**config.mk**
```make
export PLATFORM = sky130hd
export DESIGN_NAME = mips_multicycle_ctrl
export DESIGN_NICKNAME = d
export VERILOG_FILES = /design/src/rtl/mips_multicycle_ctrl.sv
export SDC_FILE = /design/constraint.sdc
export NUM_CORES = 1
export LEC_CHECK = 0
export ABC_AREA = 1
export BUFFER_PORTS_ARGS = -buffer_cell sky130_fd_sc_hd__buf_2
export CORE_ASPECT_RATIO = 0.75
export CORE_MARGIN = 2
export CORE_UTILIZATION = 50
export CTS_BUF_LIST = sky130_fd_sc_hd__clkbuf_8 sky130_fd_sc_hd__clkbuf_16
export CTS_CLUSTER_SIZE = 40
export DETAILED_ROUTE_END_ITERATION = 16
export PLACE_DENSITY = 0.79
export SYNTH_ARGS = -nofsm -noshare
export SYNTH_HDL_FRONTEND = slang
export SYNTH_SLANG_ARGS = --single-unit
```
**constraint.sdc**
```tcl
create_clock -name clock -period 1.74 [get_ports clock]
set_input_delay 0.087 -clock clock [delete_from_list [all_inputs] [get_ports clock]]
set_output_delay 0.087 -clock clock [all_outputs]
set_load 0.02 [all_outputs]
```
**src/rtl/mips_multicycle_ctrl.sv**
```systemverilog
// Multicycle MIPS control unit: sequences FETCH/DECODE/EXEC/MEM/WB with a
// ready handshake to a variable-latency memory.
// Optional macro MEM_TIMEOUT_EN: abort a memory access that waits
// MEM_TIMEOUT cycles without mem_ready (raises except, returns to FETCH).
`ifndef ALU_ADD
`define ALU_ADD 3'd0
`define ALU_SUB 3'd1
`define ALU_AND 3'd2
`define ALU_OR  3'd3
`define ALU_XOR 3'd4
`define ALU_NOR 3'd5
`endif

module mips_multicycle_ctrl #(
    parameter int ALU_OP_W    = 3,
    parameter int MEM_TIMEOUT = 16,
    parameter int CNT_W       = 5
) (
    input  logic                clock,
    input  logic                reset,
    input  logic [5:0]          opcode,
    input  logic [5:0]          funct,
    input  logic                zero,
    input  logic                mem_ready,
    output logic [ALU_OP_W-1:0] alu_op,
    output logic                writeenable,
    output logic                rd_src,
    output logic                alu_src2,
    output logic                except,
    output logic [1:0]          control_type,
    output logic                mem_read,
    output logic                word_we,
    output logic                byte_we,
    output logic                byte_load,
    output logic                slt,
    output logic                lui,
    output logic                addm,
    output logic                pc_we,
    output logic                ir_we,
    output logic [2:0]          state
);

    localparam logic [5:0] OP_OTHER0 = 6'h00, OP_OTHER1 = 6'h01, OP_J    = 6'h02;
    localparam logic [5:0] OP_BEQ    = 6'h04, OP_BNE    = 6'h05, OP_ADDI = 6'h08;
    localparam logic [5:0] OP_SLTI   = 6'h0a, OP_ANDI   = 6'h0c, OP_ORI  = 6'h0d;
    localparam logic [5:0] OP_XORI   = 6'h0e, OP_LUI    = 6'h0f, OP_LW   = 6'h23;
    localparam logic [5:0] OP_LBU    = 6'h24, OP_SB     = 6'h28, OP_SW   = 6'h2b;
    localparam logic [5:0] OP0_JR    = 6'h08, OP0_ADD   = 6'h20, OP0_SUB = 6'h22;
    localparam logic [5:0] OP0_AND   = 6'h24, OP0_OR    = 6'h25, OP0_XOR = 6'h26;
    localparam logic [5:0] OP0_NOR   = 6'h27, OP0_SLT   = 6'h2a, OP0_ADDM = 6'h2c;

    localparam logic [ALU_OP_W-1:0] A_ADD = ALU_OP_W'(`ALU_ADD);
    localparam logic [ALU_OP_W-1:0] A_SUB = ALU_OP_W'(`ALU_SUB);
    localparam logic [ALU_OP_W-1:0] A_AND = ALU_OP_W'(`ALU_AND);
    localparam logic [ALU_OP_W-1:0] A_OR  = ALU_OP_W'(`ALU_OR);
    localparam logic [ALU_OP_W-1:0] A_XOR = ALU_OP_W'(`ALU_XOR);
    localparam logic [ALU_OP_W-1:0] A_NOR = ALU_OP_W'(`ALU_NOR);

    typedef enum logic [2:0] {
        S_FETCH = 3'd0, S_DECODE = 3'd1, S_EXEC = 3'd2, S_MEM = 3'd3, S_WB = 3'd4
    } state_t;

    // Instruction classes; C_ILL is the reset value of the latched class.
    typedef enum logic [3:0] {
        C_ILL, C_ALU, C_ALUI, C_SLT, C_SLTI, C_LUI, C_BEQ, C_BNE,
        C_J, C_JR, C_LW, C_LBU, C_SW, C_SB, C_ADDM
    } cls_t;

    if ((1 << CNT_W) <= MEM_TIMEOUT) begin : g_cfg_check
        $error("CNT_W too narrow for MEM_TIMEOUT");
    end

    state_t              st, st_nx;
    cls_t                cls_dec, cls_q;
    logic [ALU_OP_W-1:0] aop_dec, aop_q;
    logic                run;
    logic                timeout;
    logic                in_wait;

    assign in_wait = run && (st == S_FETCH || st == S_MEM) && !mem_ready;

    // Classify the live opcode/funct (meaningful while in DECODE).
    always_comb begin
        cls_dec = C_ILL;
        aop_dec = A_ADD;
        case (opcode)
            OP_OTHER0: begin
                case (funct)
                    OP0_ADD:  cls_dec = C_ALU;
                    OP0_SUB:  begin cls_dec = C_ALU; aop_dec = A_SUB; end
                    OP0_AND:  begin cls_dec = C_ALU; aop_dec = A_AND; end
                    OP0_OR:   begin cls_dec = C_ALU; aop_dec = A_OR;  end
                    OP0_XOR:  begin cls_dec = C_ALU; aop_dec = A_XOR; end
                    OP0_NOR:  begin cls_dec = C_ALU; aop_dec = A_NOR; end
                    OP0_SLT:  begin cls_dec = C_SLT; aop_dec = A_SUB; end
                    OP0_JR:   cls_dec = C_JR;
                    OP0_ADDM: cls_dec = C_ADDM;
                    default:  cls_dec = C_ILL;
                endcase
            end
            OP_J:    cls_dec = C_J;
            OP_BEQ:  begin cls_dec = C_BEQ;  aop_dec = A_SUB; end
            OP_BNE:  begin cls_dec = C_BNE;  aop_dec = A_SUB; end
            OP_ADDI: cls_dec = C_ALUI;
            OP_SLTI: begin cls_dec = C_SLTI; aop_dec = A_SUB; end
            OP_ANDI: begin cls_dec = C_ALUI; aop_dec = A_AND; end
            OP_ORI:  begin cls_dec = C_ALUI; aop_dec = A_OR;  end
            OP_XORI: begin cls_dec = C_ALUI; aop_dec = A_XOR; end
            OP_LUI:  cls_dec = C_LUI;
            OP_LW:   cls_dec = C_LW;
            OP_LBU:  cls_dec = C_LBU;
            OP_SW:   cls_dec = C_SW;
            OP_SB:   cls_dec = C_SB;
            default: cls_dec = C_ILL;
        endcase
    end

    // State register; run gates every output so the cycle after reset release is idle.
    always_ff @(posedge clock or negedge reset) begin
        if (!reset) begin
            st  <= S_FETCH;
            run <= 1'b0;
        end else begin
            st  <= st_nx;
            run <= 1'b1;
        end
    end

    // Latch the decode at the DECODE->EXEC edge so the IR may change afterwards.
    always_ff @(posedge clock or negedge reset) begin
        if (!reset) begin
            cls_q <= C_ILL;
            aop_q <= A_ADD;
        end else if (run && st == S_DECODE) begin
            cls_q <= cls_dec;
            aop_q <= aop_dec;
        end
    end

`ifdef MEM_TIMEOUT_EN
    logic [CNT_W-1:0] wait_cnt;

    // Wait counter: cleared on every state entry, saturating while waiting on memory.
    always_ff @(posedge clock or negedge reset) begin
        if (!reset) begin
            wait_cnt <= '0;
        end else if (!run || st_nx != st || timeout) begin
            wait_cnt <= '0;
        end else if (in_wait && wait_cnt != '1) begin
            wait_cnt <= wait_cnt + 1'b1;
        end
    end

    assign timeout = in_wait && (wait_cnt >= CNT_W'(MEM_TIMEOUT));
`else
    assign timeout = 1'b0;
`endif

    // Next-state and control outputs from the current state and latched decode.
    always_comb begin
        st_nx        = st;
        alu_op       = '0;
        writeenable  = 1'b0;
        rd_src       = 1'b0;
        alu_src2     = 1'b0;
        except       = 1'b0;
        control_type = 2'd0;
        mem_read     = 1'b0;
        word_we      = 1'b0;
        byte_we      = 1'b0;
        byte_load    = 1'b0;
        slt          = 1'b0;
        lui          = 1'b0;
        addm         = 1'b0;
        pc_we        = 1'b0;
        ir_we        = 1'b0;
        if (run) begin
            case (st)
                S_FETCH: begin
                    if (timeout) begin
                        except = 1'b1;
                        pc_we  = 1'b1;
                    end else begin
                        mem_read = 1'b1;
                        if (mem_ready) begin
                            ir_we = 1'b1;
                            st_nx = S_DECODE;
                        end
                    end
                end
                S_DECODE: begin
                    if (cls_dec == C_ILL) begin
                        except = 1'b1;
                        pc_we  = 1'b1;
                        st_nx  = S_FETCH;
                    end else begin
                        st_nx = S_EXEC;
                    end
                end
                S_EXEC: begin
                    alu_op   = aop_q;
                    alu_src2 = cls_q inside {C_ALUI, C_SLTI, C_LUI, C_LW, C_LBU, C_SW, C_SB};
                    st_nx    = S_WB;
                    if (cls_q == C_BEQ || cls_q == C_BNE) begin
                        pc_we = 1'b1;
                        control_type = ((cls_q == C_BEQ && zero) || (cls_q == C_BNE && !zero))
                                       ? 2'd1 : 2'd0;
                        st_nx = S_FETCH;
                    end else if (cls_q == C_J || cls_q == C_JR) begin
                        pc_we        = 1'b1;
                        control_type = (cls_q == C_J) ? 2'd2 : 2'd3;
                        st_nx        = S_FETCH;
                    end else if (cls_q inside {C_LW, C_LBU, C_SW, C_SB, C_ADDM}) begin
                        st_nx = S_MEM;
                    end
                end
                S_MEM: begin
                    if (timeout) begin
                        except = 1'b1;
                        pc_we  = 1'b1;
                        st_nx  = S_FETCH;
                    end else begin
                        mem_read  = cls_q inside {C_LW, C_LBU, C_ADDM};
                        word_we   = (cls_q == C_SW);
                        byte_we   = (cls_q == C_SB);
                        byte_load = (cls_q == C_LBU);
                        if (mem_ready) begin
                            if (cls_q == C_SW || cls_q == C_SB) begin
                                pc_we = 1'b1;
                                st_nx = S_FETCH;
                            end else begin
                                st_nx = S_WB;
                            end
                        end
                    end
                end
                S_WB: begin
                    writeenable = 1'b1;
                    pc_we       = 1'b1;
                    rd_src      = cls_q inside {C_ALU, C_SLT, C_ADDM};
                    slt         = cls_q inside {C_SLT, C_SLTI};
                    lui         = (cls_q == C_LUI);
                    addm        = (cls_q == C_ADDM);
                    byte_load   = (cls_q == C_LBU);
                    st_nx       = S_FETCH;
                end
                default: st_nx = S_FETCH;
            endcase
        end
    end

    assign state = st;

endmodule

```
==> results.json <==
{
  "area_delta_synth_final_pct": 27.0,
  "diodes": 0,
  "dr.pass1.iters": 4,
  "drc": 0,
  "crit_fanout": 6,
  "cts_root_buf": "clkbuf_8",
  "gr-total-overflow": 0,
  "fp-row-count": 15,
  "crit_slowest_cell": "dfrtp_2",
  "hold_viol_final": 0,
  "final_area_mm2": 0.00147,
  "globalplace.congestion": 0.953,
  "synth_edf_count": 0,
  "hpwl_mm": 2.33,
  "drive_gt1_share_pct": 28.3,
  "ys_seq_area_share_pct": 23.9,
  "finalSetupViolCount": 0,
  "fin_crit_sh_pct": 95.4,
  "critPathCaptureType": "primary output",
  "grtUsageTotal_pct": 24.0,
  "period_minus_slack_ns": 1.66,
  "drt-initial-drc-count": 90,
  "p_leak_nw": 0.798,
  "clk_latency_ns": 0.24,
  "finalClockSkew_ns": 0.00270,
  "ir_drop_mv": 0.613,
  "setup_slack_ns": 0.0796,
  "die-area_mm2": 0.00271,
  "netlist.top_cell.by_area": "dfrtp_1",
  "grt_pass1_wl_mm": 4.91,
  "grt_max_degree": 15,
  "critPathMostFrequentCell": "a21oi_1",
  "clock_sinks": 11,
  "pre_cts_ws_ns": 0.283,
  "arrival_ns": 1.57,
  "cap_violations": 0,
  "path_class": "flip-flop to primary output",
  "synth_nets": 213,
  "crit_path_start": "state[2]",
  "wl_mm": 2.89,
  "postPlaceCellArea_mm2": 0.00138,
  "final_nets": 254,
  "synth_cell_type_count": 28,
  "start_util_pct": 51.7,
  "hold_path_class": "primary input to flip-flop",
  "vias_per_cell": 5.10,
  "worstPathRequired_ns": 1.65,
  "cts_tree": "done",
  "core_area_mm2": 0.00223,
  "status": "completed",
  "post_drt_wl_per_cell_um": 11.0,
  "postRouteAntennaNets": 0,
  "cpPeakStageDelay_ns": 0.45,
  "slew_violations": 0,
  "ys_top_cells_by_count": "42 x nand2_1, 35 x inv_1, 35 x nor2_1, 23 x nand3_1, 12 x o21ai_0",
  "clk_pin_slew_ns": 0.05,
  "num_io_pins": 37,
  "vias": 1336,
  "whs_ns": 0.217,
  "synth_flop_cell": "dfrtp_1",
  "syn_area_mm2": 0.00115,
  "portBuffers": 36,
  "synth-seq-cells": 11,
  "cts_buffers": 3,
  "power.density_mw_per_mm2": 1020,
  "worstReg2RegStart": "state[2]",
  "yosysMostFrequentCell": "nand2_1",
  "setup.worst_path.start_class": "flip-flop",
  "antenna_found_initial": 0,
  "synthCells": 197,
  "rsz0062_at_grt": "true",
  "avgSynthCellArea_um2": 5.86,
  "grt_pass1_vias": 1177,
  "synth_top_cell_area_share_pct": 23.9,
  "hold_path.startpoint": "funct[1]",
  "clock.fmax_mhz": 602,
  "die_w_um": 59.5,
  "num-fill-cells": 204,
  "synthArstFlopShare_pct": 100,
  "ys_warn_count": 0,
  "synth.area.top_cells": "dfrtp_1 24%, nand2_1 14%, inv_1 11%",
  "path_cells": "inv_1 -> nand3_1 -> o31ai_2 -> a21oi_1 -> a21oi_1 -> buf_4",
  "htreeDepth": 1,
  "clock_path_buffers": 2,
  "postCtsSetupRepairBufs": 0,
  "die_y_um": 45.6
}
==> routing by layer <==
| metal | part of all wire, % | up-vias | global-route usage [%] | wire, um |
|---|---|---|---|---|
| li1 | - | 711 | - | - |
| met1 | 53 | 570 | 36.5 | 1530 |
| met2 | 39 | 49 | 34.3 | 1130 |
| met3 | 6.5 | 6 | 4.26 | 189 |
| met4 | 1.2 | 0 | 7.27 | 34 |
| met5 | 0 | - | 0 | 0 |
==> stage by stage <==
| step | power [mW] | TNS, ns | util [%] | std cells |
|---|---|---|---|---|
| after floorplan | 0.983 | 0 | - | 197 |
| after global placement | 1.18 | 0 | 62.0 | 257 |
| after detailed placement | 1.18 | 0 | 62.0 | 257 |
| after CTS | 1.44 | 0 | 64.5 | 262 |
| after global routing | 1.62 | -0.0478 | 65.6 | 262 |
| final | 1.49 | 0 | 65.6 | 262 |
==> worst max-delay path: cells and delay by family, from the launching register on <==
family,cells,cell delay [ns]
AND/OR/NAND/NOR,1,0.14
buffers and inverters,2,0.29
flip-flops,1,0.45
AO/OA/AOI/OAI,3,0.45
==> cell usage in the layout (no fill, tap or decap) <==
cell / instances
buf_4: 3
o21ai_2: 1
nor3_2: 2
nand3_2: 2
nor2_1: 33
nor2_4: 3
buf_2: 34
clkbuf_8: 3
o21ai_0: 12
conb_1: 1
nand4_1: 3
a22oi_1: 1
inv_1: 34
a21oi_2: 1
nor2_2: 5
a2111oi_4: 1
clkinv_2: 1
nor4_2: 1
nand4_2: 1
o31ai_2: 1
nand3b_1: 1
dfrtp_2: 2
a21oi_1: 5
or2_1: 1
xor2_1: 1
nand2_2: 2
a211oi_2: 1
dlygate4sd3_1: 1
inv_2: 3
nor3_1: 2
o22ai_1: 1
nor4_1: 2
nand2_1: 40
nand3_1: 23
dfrtp_1: 9
==> flip-flops by register name, summed over array words and instances (netlist names) <==
name,flops
aop_q,3
state,3
cls_q,4
run,1
==> worst paths after layout <==
| path | endpoint | slack, ns | cells after the start |
|---|---|---|---|
| setup reg to reg | state[0] | 0.26 | 8 |
| min in group asynchronous | aop_q[2] | 0.24 | 2 |
| hold reg to reg | aop_q[0] | 0.53 | 2 |
| setup / recovery | pc_we | 0.08 | 6 |
| hold / removal | aop_q[1] | 0.22 | 4 |
| max in group asynchronous | state[1] | 1.28 | 2 |
==> power breakdown <==
group	leakage (nW)	switching [mW]	internal, mW
Combinational	0.628	0.526	0.247
Clock	0.0255	0.0992	0.157
Sequential	0.144	0.122	0.340
==> timing repair <==
action / CTS / global route
endpoints found under the setup margin: 0 / 8
hold buffers: 1 / 0
gates resized for setup: 0 / 10
endpoints found under the hold margin: 11 / 0
==> cell type report <==
class | instances | area [um2] | area share [%]
inverters | 37 | 139 | 9.48
multi-input cells | 147 | 768 | 52.4
flip-flops and latches | 11 | 278 | 19.0
clock buffers | 3 | 41.3 | 2.82
clock inverters | 1 | 5.00 | 0.342
well taps | 25 | 31.3 | 2.13
repair buffers | 38 | 203 | 13.8
==> kinds of logic after synthesis <==
logic type | count (synthesis) | synth area share [%]
and+or+nand+nor | 121 | 49.0
buffers and inverters | 39 | 13.3
AOI/OAI and AO/OA | 24 | 12.7
xor gates and xnor gates | 1 | 0.759
DFF | 11 | 23.9
other | 1 | 0.325
Power figures use the tool's default switching activity.
